--- config.mk ---
export PLATFORM = sky130hd
export DESIGN_NAME = rd_pipeline_tracker
export DESIGN_NICKNAME = d
export VERILOG_FILES = /design/src/rtl/rd_pipeline_tracker.sv
export SDC_FILE = /design/constraint.sdc
export NUM_CORES = 1
export LEC_CHECK = 0
export BUFFER_PORTS_ARGS = -buffer_cell sky130_fd_sc_hd__buf_2
export CAP_MARGIN = 0
export CORE_ASPECT_RATIO = 0.75
export CORE_MARGIN = 5
export CORE_UTILIZATION = 50
export DETAILED_ROUTE_END_ITERATION = 6
export GPL_TIMING_DRIVEN = 0
export PLACE_DENSITY = 0.74
export SYNTH_ARGS = -nofsm -noshare
export SYNTH_HDL_FRONTEND = slang
export SYNTH_SLANG_ARGS = --single-unit
--- constraint.sdc ---
create_clock -name clk -period 2.7 [get_ports clk]
set_input_delay 0.54 -clock clk [delete_from_list [all_inputs] [get_ports clk]]
set_output_delay 0.54 -clock clk [all_outputs]
set_load 0.01 [all_outputs]
--- src/rtl/rd_pipeline_tracker.sv ---
// Carries RD / RF-write / load metadata through EX, MEM and WB (1/2/3 cycles after ID) and turns forwarding-unit load-use signals into stalls.
// PC_LE and IFID_LE are combinational; EX/MEM/WB never stall, so a held ID stage is covered by an EX bubble.
module rd_pipeline_tracker #(
    parameter int REG_W = 4,
    parameter int CNT_W = 16
) (
    input  logic             clk,
    input  logic             reset,
    input  logic [REG_W-1:0] ID_RD,
    input  logic             ID_RF_enable,
    input  logic             ID_load_instr,
    input  logic             FW_LE_SIGNAL,
    input  logic             FW_CU_MUX_SIGNAL,
    input  logic             flush,
    output logic [REG_W-1:0] EX_RD,
    output logic [REG_W-1:0] MEM_RD,
    output logic [REG_W-1:0] WB_RD,
    output logic             EX_RF_enable,
    output logic             MEM_RF_enable,
    output logic             WB_RF_enable,
    output logic             EX_load_instr,
    output logic             MEM_load_instr,
    output logic             PC_LE,
    output logic             IFID_LE,
    output logic             IFID_clear,
    output logic [CNT_W-1:0] stall_cnt,
    output logic [CNT_W-1:0] bubble_cnt,
    output logic             protocol_err
);

    logic stall;
    logic bubble;

    // Any stall also bubbles EX: ID is held and must not issue twice.
    assign stall   = ~FW_LE_SIGNAL | FW_CU_MUX_SIGNAL;
    assign bubble  = FW_CU_MUX_SIGNAL | ~FW_LE_SIGNAL;
    assign PC_LE   = ~stall;
    assign IFID_LE = ~stall;

    always_ff @(posedge clk) begin
        if (reset) begin
            EX_RD          <= '0;
            MEM_RD         <= '0;
            WB_RD          <= '0;
            EX_RF_enable   <= 1'b0;
            MEM_RF_enable  <= 1'b0;
            WB_RF_enable   <= 1'b0;
            EX_load_instr  <= 1'b0;
            MEM_load_instr <= 1'b0;
            IFID_clear     <= 1'b0;
            stall_cnt      <= '0;
            bubble_cnt     <= '0;
            protocol_err   <= 1'b0;
        end else begin
            WB_RD          <= MEM_RD;
            WB_RF_enable   <= MEM_RF_enable;
            MEM_RD         <= EX_RD;
            MEM_RF_enable  <= EX_RF_enable;
            MEM_load_instr <= EX_load_instr;
            if (bubble) begin
                EX_RD         <= '0;
                EX_RF_enable  <= 1'b0;
                EX_load_instr <= 1'b0;
            end else begin
                EX_RD         <= ID_RD;
                EX_RF_enable  <= ID_RF_enable;
                EX_load_instr <= ID_load_instr;
            end
            // A flush seen during a stall is dropped; ID re-presents it later.
            IFID_clear <= flush & ~stall;
            if (stall && (stall_cnt != '1))
                stall_cnt <= stall_cnt + CNT_W'(1);
            if (bubble && (bubble_cnt != '1))
                bubble_cnt <= bubble_cnt + CNT_W'(1);
            if (FW_LE_SIGNAL == FW_CU_MUX_SIGNAL)
                protocol_err <= 1'b1;
        end
    end

endmodule

==> metrics <==
total routed wirelength slightly below 5000 um; count of final hold-check violations 0; cell count after placement around 350; unrepaired setup endpoints after global routing false; DR WL/cell around 14 um; number of buffers on the longest clock path 2; endpoint arrival time on the critical path around 2.5 ns; post-layout min period 2.29 ns; synth-to-layout area growth 23.6%; number of standard cells in the layout, taps in and fillers out around 350; maxcap violations 0; portion of the post-synthesis area used by sequential elements 0.481; total placed instance area 0.00250 mm2; placeable core region around 0.0041 mm2; row count 20; EDFF count, synth 0; sum of overflow across all layers after global routing 0; critical path class primary input to flip-flop; Detail Placement HPWL around 3700 um; multi-input logic area 0.00104 mm2; crit path capture type flip-flop; clock slew at the register clock pins of the worst setup and hold paths 0.10 ns; total track usage 0.196; number of instances in the synthesized netlist around 230; final routed DRC violation total 0; headroom to the max-slew limit 0.545; number of clock sinks between 50 and 60; Antenna Diode Count 0; clock buffer count from CTS 5; Nets roughly 310; final worst-path setup slack 0.415 ns; vias after detailed routing between 1500 and 2000; number of max-slew violations in the final report 0; slowest cell on the critical path sky130_fd_sc_hd__or4_4; ordered cell list for the critical path buf_2 -> ha_1 -> nand4b_1 -> or4_4 -> or4_1 -> a21oi_1; met2 layer wire length in the routed design around 2100 um; count of unique library cells instantiated by Yosys 35; most instantiated library cell after synthesis sky130_fd_sc_hd__dfxtp_1; post-layout instance area between 0.002 and 0.003 mm2; die area approximately 0.0057 mm2; final-layout setup total negative slack 0 ns; drt initial violations between 100 and 150; period utilisation layout 0.846; hold crit path type primary input to flip-flop; starting density of the core 0.520; number of top-level pins 64; share of flip-flops with an asynchronous set or reset 0; Post-Syn Area per Cell around 9.3 um2; quantity of hold-fixing buffers added after cts 0; number of H-tree levels 2; Power per Cell Area approximately 540 mW/mm2; yosys warns 0; largest fanout on the critical path 8; met3 routed wirelength slightly below 400 um; via count of the first global-routing pass 1826; uppermost layer routed met4; CTS tree done; total setup violations reported at the end of the flow 0; achievable frequency around 440 MHz; slew at the pin closest to its max-slew limit about 0.68 ns; fraction of post-synthesis cell area in the top cell type by area 0.481; Antenna Nets Post-Route 0; height of the die about 66 um; 1st-pass router iterations 4; skew final around 0.0058 ns; number of port buffers 63; cell type contributing the most total cell area after synthesis sky130_fd_sc_hd__dfxtp_1; dominant register cell in the synthesized netlist sky130_fd_sc_hd__dfxtp_1; Die Wd roughly 85 um; startpoint type of the worst setup path primary input; WP data required ~3 ns; global-route wire length before repair about 8800 um; combined area of all synthesized cells roughly 0.0021 mm2; # resized after CTS 0; post-placement worst setup slack approximately 0.12 ns; global placement routability congestion ~0.86; vias per cell 5.51; number of filler instances in the final layout roughly 350; Post-CTS Setup Bufs 0; post-synthesis net count around 240; top cells by area, synth sky130_fd_sc_hd__dfxtp_1, sky130_fd_sc_hd__a21oi_1, sky130_fd_sc_hd__o31ai_1, sky130_fd_sc_hd__nor2b_1, sky130_fd_sc_hd__or4_1; Max IR drop VDD 0.000412 V; stage delay of the slowest cell on the critical path roughly 0.55 ns; status finished clean; clock latency on the worst-skew pair 0.31 ns; most numerous cell types in the synthesized netlist sky130_fd_sc_hd__dfxtp_1, sky130_fd_sc_hd__a21oi_1, sky130_fd_sc_hd__nor2_1, sky130_fd_sc_hd__nor2b_1, sky130_fd_sc_hd__o21ai_0; Register Area 0.00102 mm2; share of post-route cells with drive strength above 1 0.264; maximum number of pins on one net before global-route repair 18; wl on met1 2390 um; synthesized flop and latch total between 50 and 60; static power due to leakage between 1 and 1.5 nW; initial antenna violation count 0; clock tree root buffer cell sky130_fd_sc_hd__clkbuf_8
cells in the final DEF (no fill, tap or decap), drive strengths merged:
cell and instances:
inv 6, buf 66, o21ai 12, nor4bb 1, o311a 1, nor4 5, or4 11, nand2 11
clkinv 1, o31ai 11, and4b 1, nand4 12, nor2 15, mux2i 3, a2111o 1, a21oi 22
nor2b 13, nand3b 2, nor3 1, or3 11, mux2 2, o2111ai 1, o41ai 1, xor2 4
clkbuf 11, bufinv 1, and4 4, nand4b 1, ha 3, dfxtp 51, nand3 5, and2 9
power breakdown:
group,total (mW),internal (mW),switching (mW)
Sequential,0.778,0.766,0.0120
Clock,0.547,0.281,0.266
Combinational,0.0819,0.0346,0.0474
Total,1.41,1.08,0.326
per-stage QoR:
| stage | utilization | hold WS, ns | power [mW] |
|---|---|---|---|
| floorplan | - | 0.492 | 0.841 |
| global placement | 0.614 | 0.438 | 0.876 |
| detailed placement | 0.614 | 0.447 | 0.879 |
| CTS | 0.643 | 0.417 | 1.42 |
| global route | 0.643 | 0.407 | 1.48 |
| finish | 0.643 | 0.427 | 1.41 |
kinds of logic (layout without fill, tap and decap cells):
| group | Yosys count | after routing | synth area share |
|---|---|---|---|
| DFF | 51 | 51 | 0.481 |
| muxes | 5 | 5 | 0.0248 |
| AOI/OAI and AO/OA | 49 | 49 | 0.141 |
| and+or+nand+nor | 102 | 102 | 0.291 |
| xor gates and xnor gates | 4 | 4 | 0.0165 |
| buffers and inverters | 14 | 85 | 0.0271 |
| adders and majority gates | 3 | 3 | 0.0177 |
layout make-up:
class                           instances  area share
Buffer                                  9      0.0148
Clock buffer                            5      0.0263
Clock inverter                          3      0.0181
Inverter                                5     0.00716
Multi-Input combinational cell        163       0.398
Sequential cell                        51       0.389
Tap cell                               55      0.0263
Timing Repair Buffer                   63       0.120
path summary, 6_finish.rpt:
path | start | to | slack (ns) | depth (start not counted)
max | FW_LE_SIGNAL | bubble_cnt[15] | 0.41 | 6
min | ID_RF_enable | EX_RF_enable | 0.43 | 2
max reg2reg | bubble_cnt[0] | bubble_cnt[5] | 0.49 | 6
min reg2reg | EX_RD[3] | MEM_RD[3] | 0.46 | 1
critical path: cells and delay by family:
| family | cells | cell delay, ns |
|---|---|---|
| compound gates | 1 | 0.16 |
| fa+ha+maj | 1 | 0.28 |
| buf+inv | 1 | 0.10 |
| simple gates | 3 | 1.45 |
layer usage:
| metal | vias to the layer above | global-route usage |
|---|---|---|
| li1 | 990 | - |
| met1 | 899 | 0.259 |
| met2 | 54 | 0.296 |
| met3 | 6 | 0.0847 |
| met4 | 0 | 0.0415 |
| met5 | - | 0 |
state kept, by name, summed over array words and instances, names as in the netlist:
name and flops:
EX_load_instr 1, EX_RD 4, IFID_clear 1, WB_RF_enable 1, stall_cnt 16, bubble_cnt 16
MEM_RD 4, MEM_load_instr 1, MEM_RF_enable 1, WB_RD 4, protocol_err 1, EX_RF_enable 1
No activity file was read; power rests on OpenSTA's default activity.
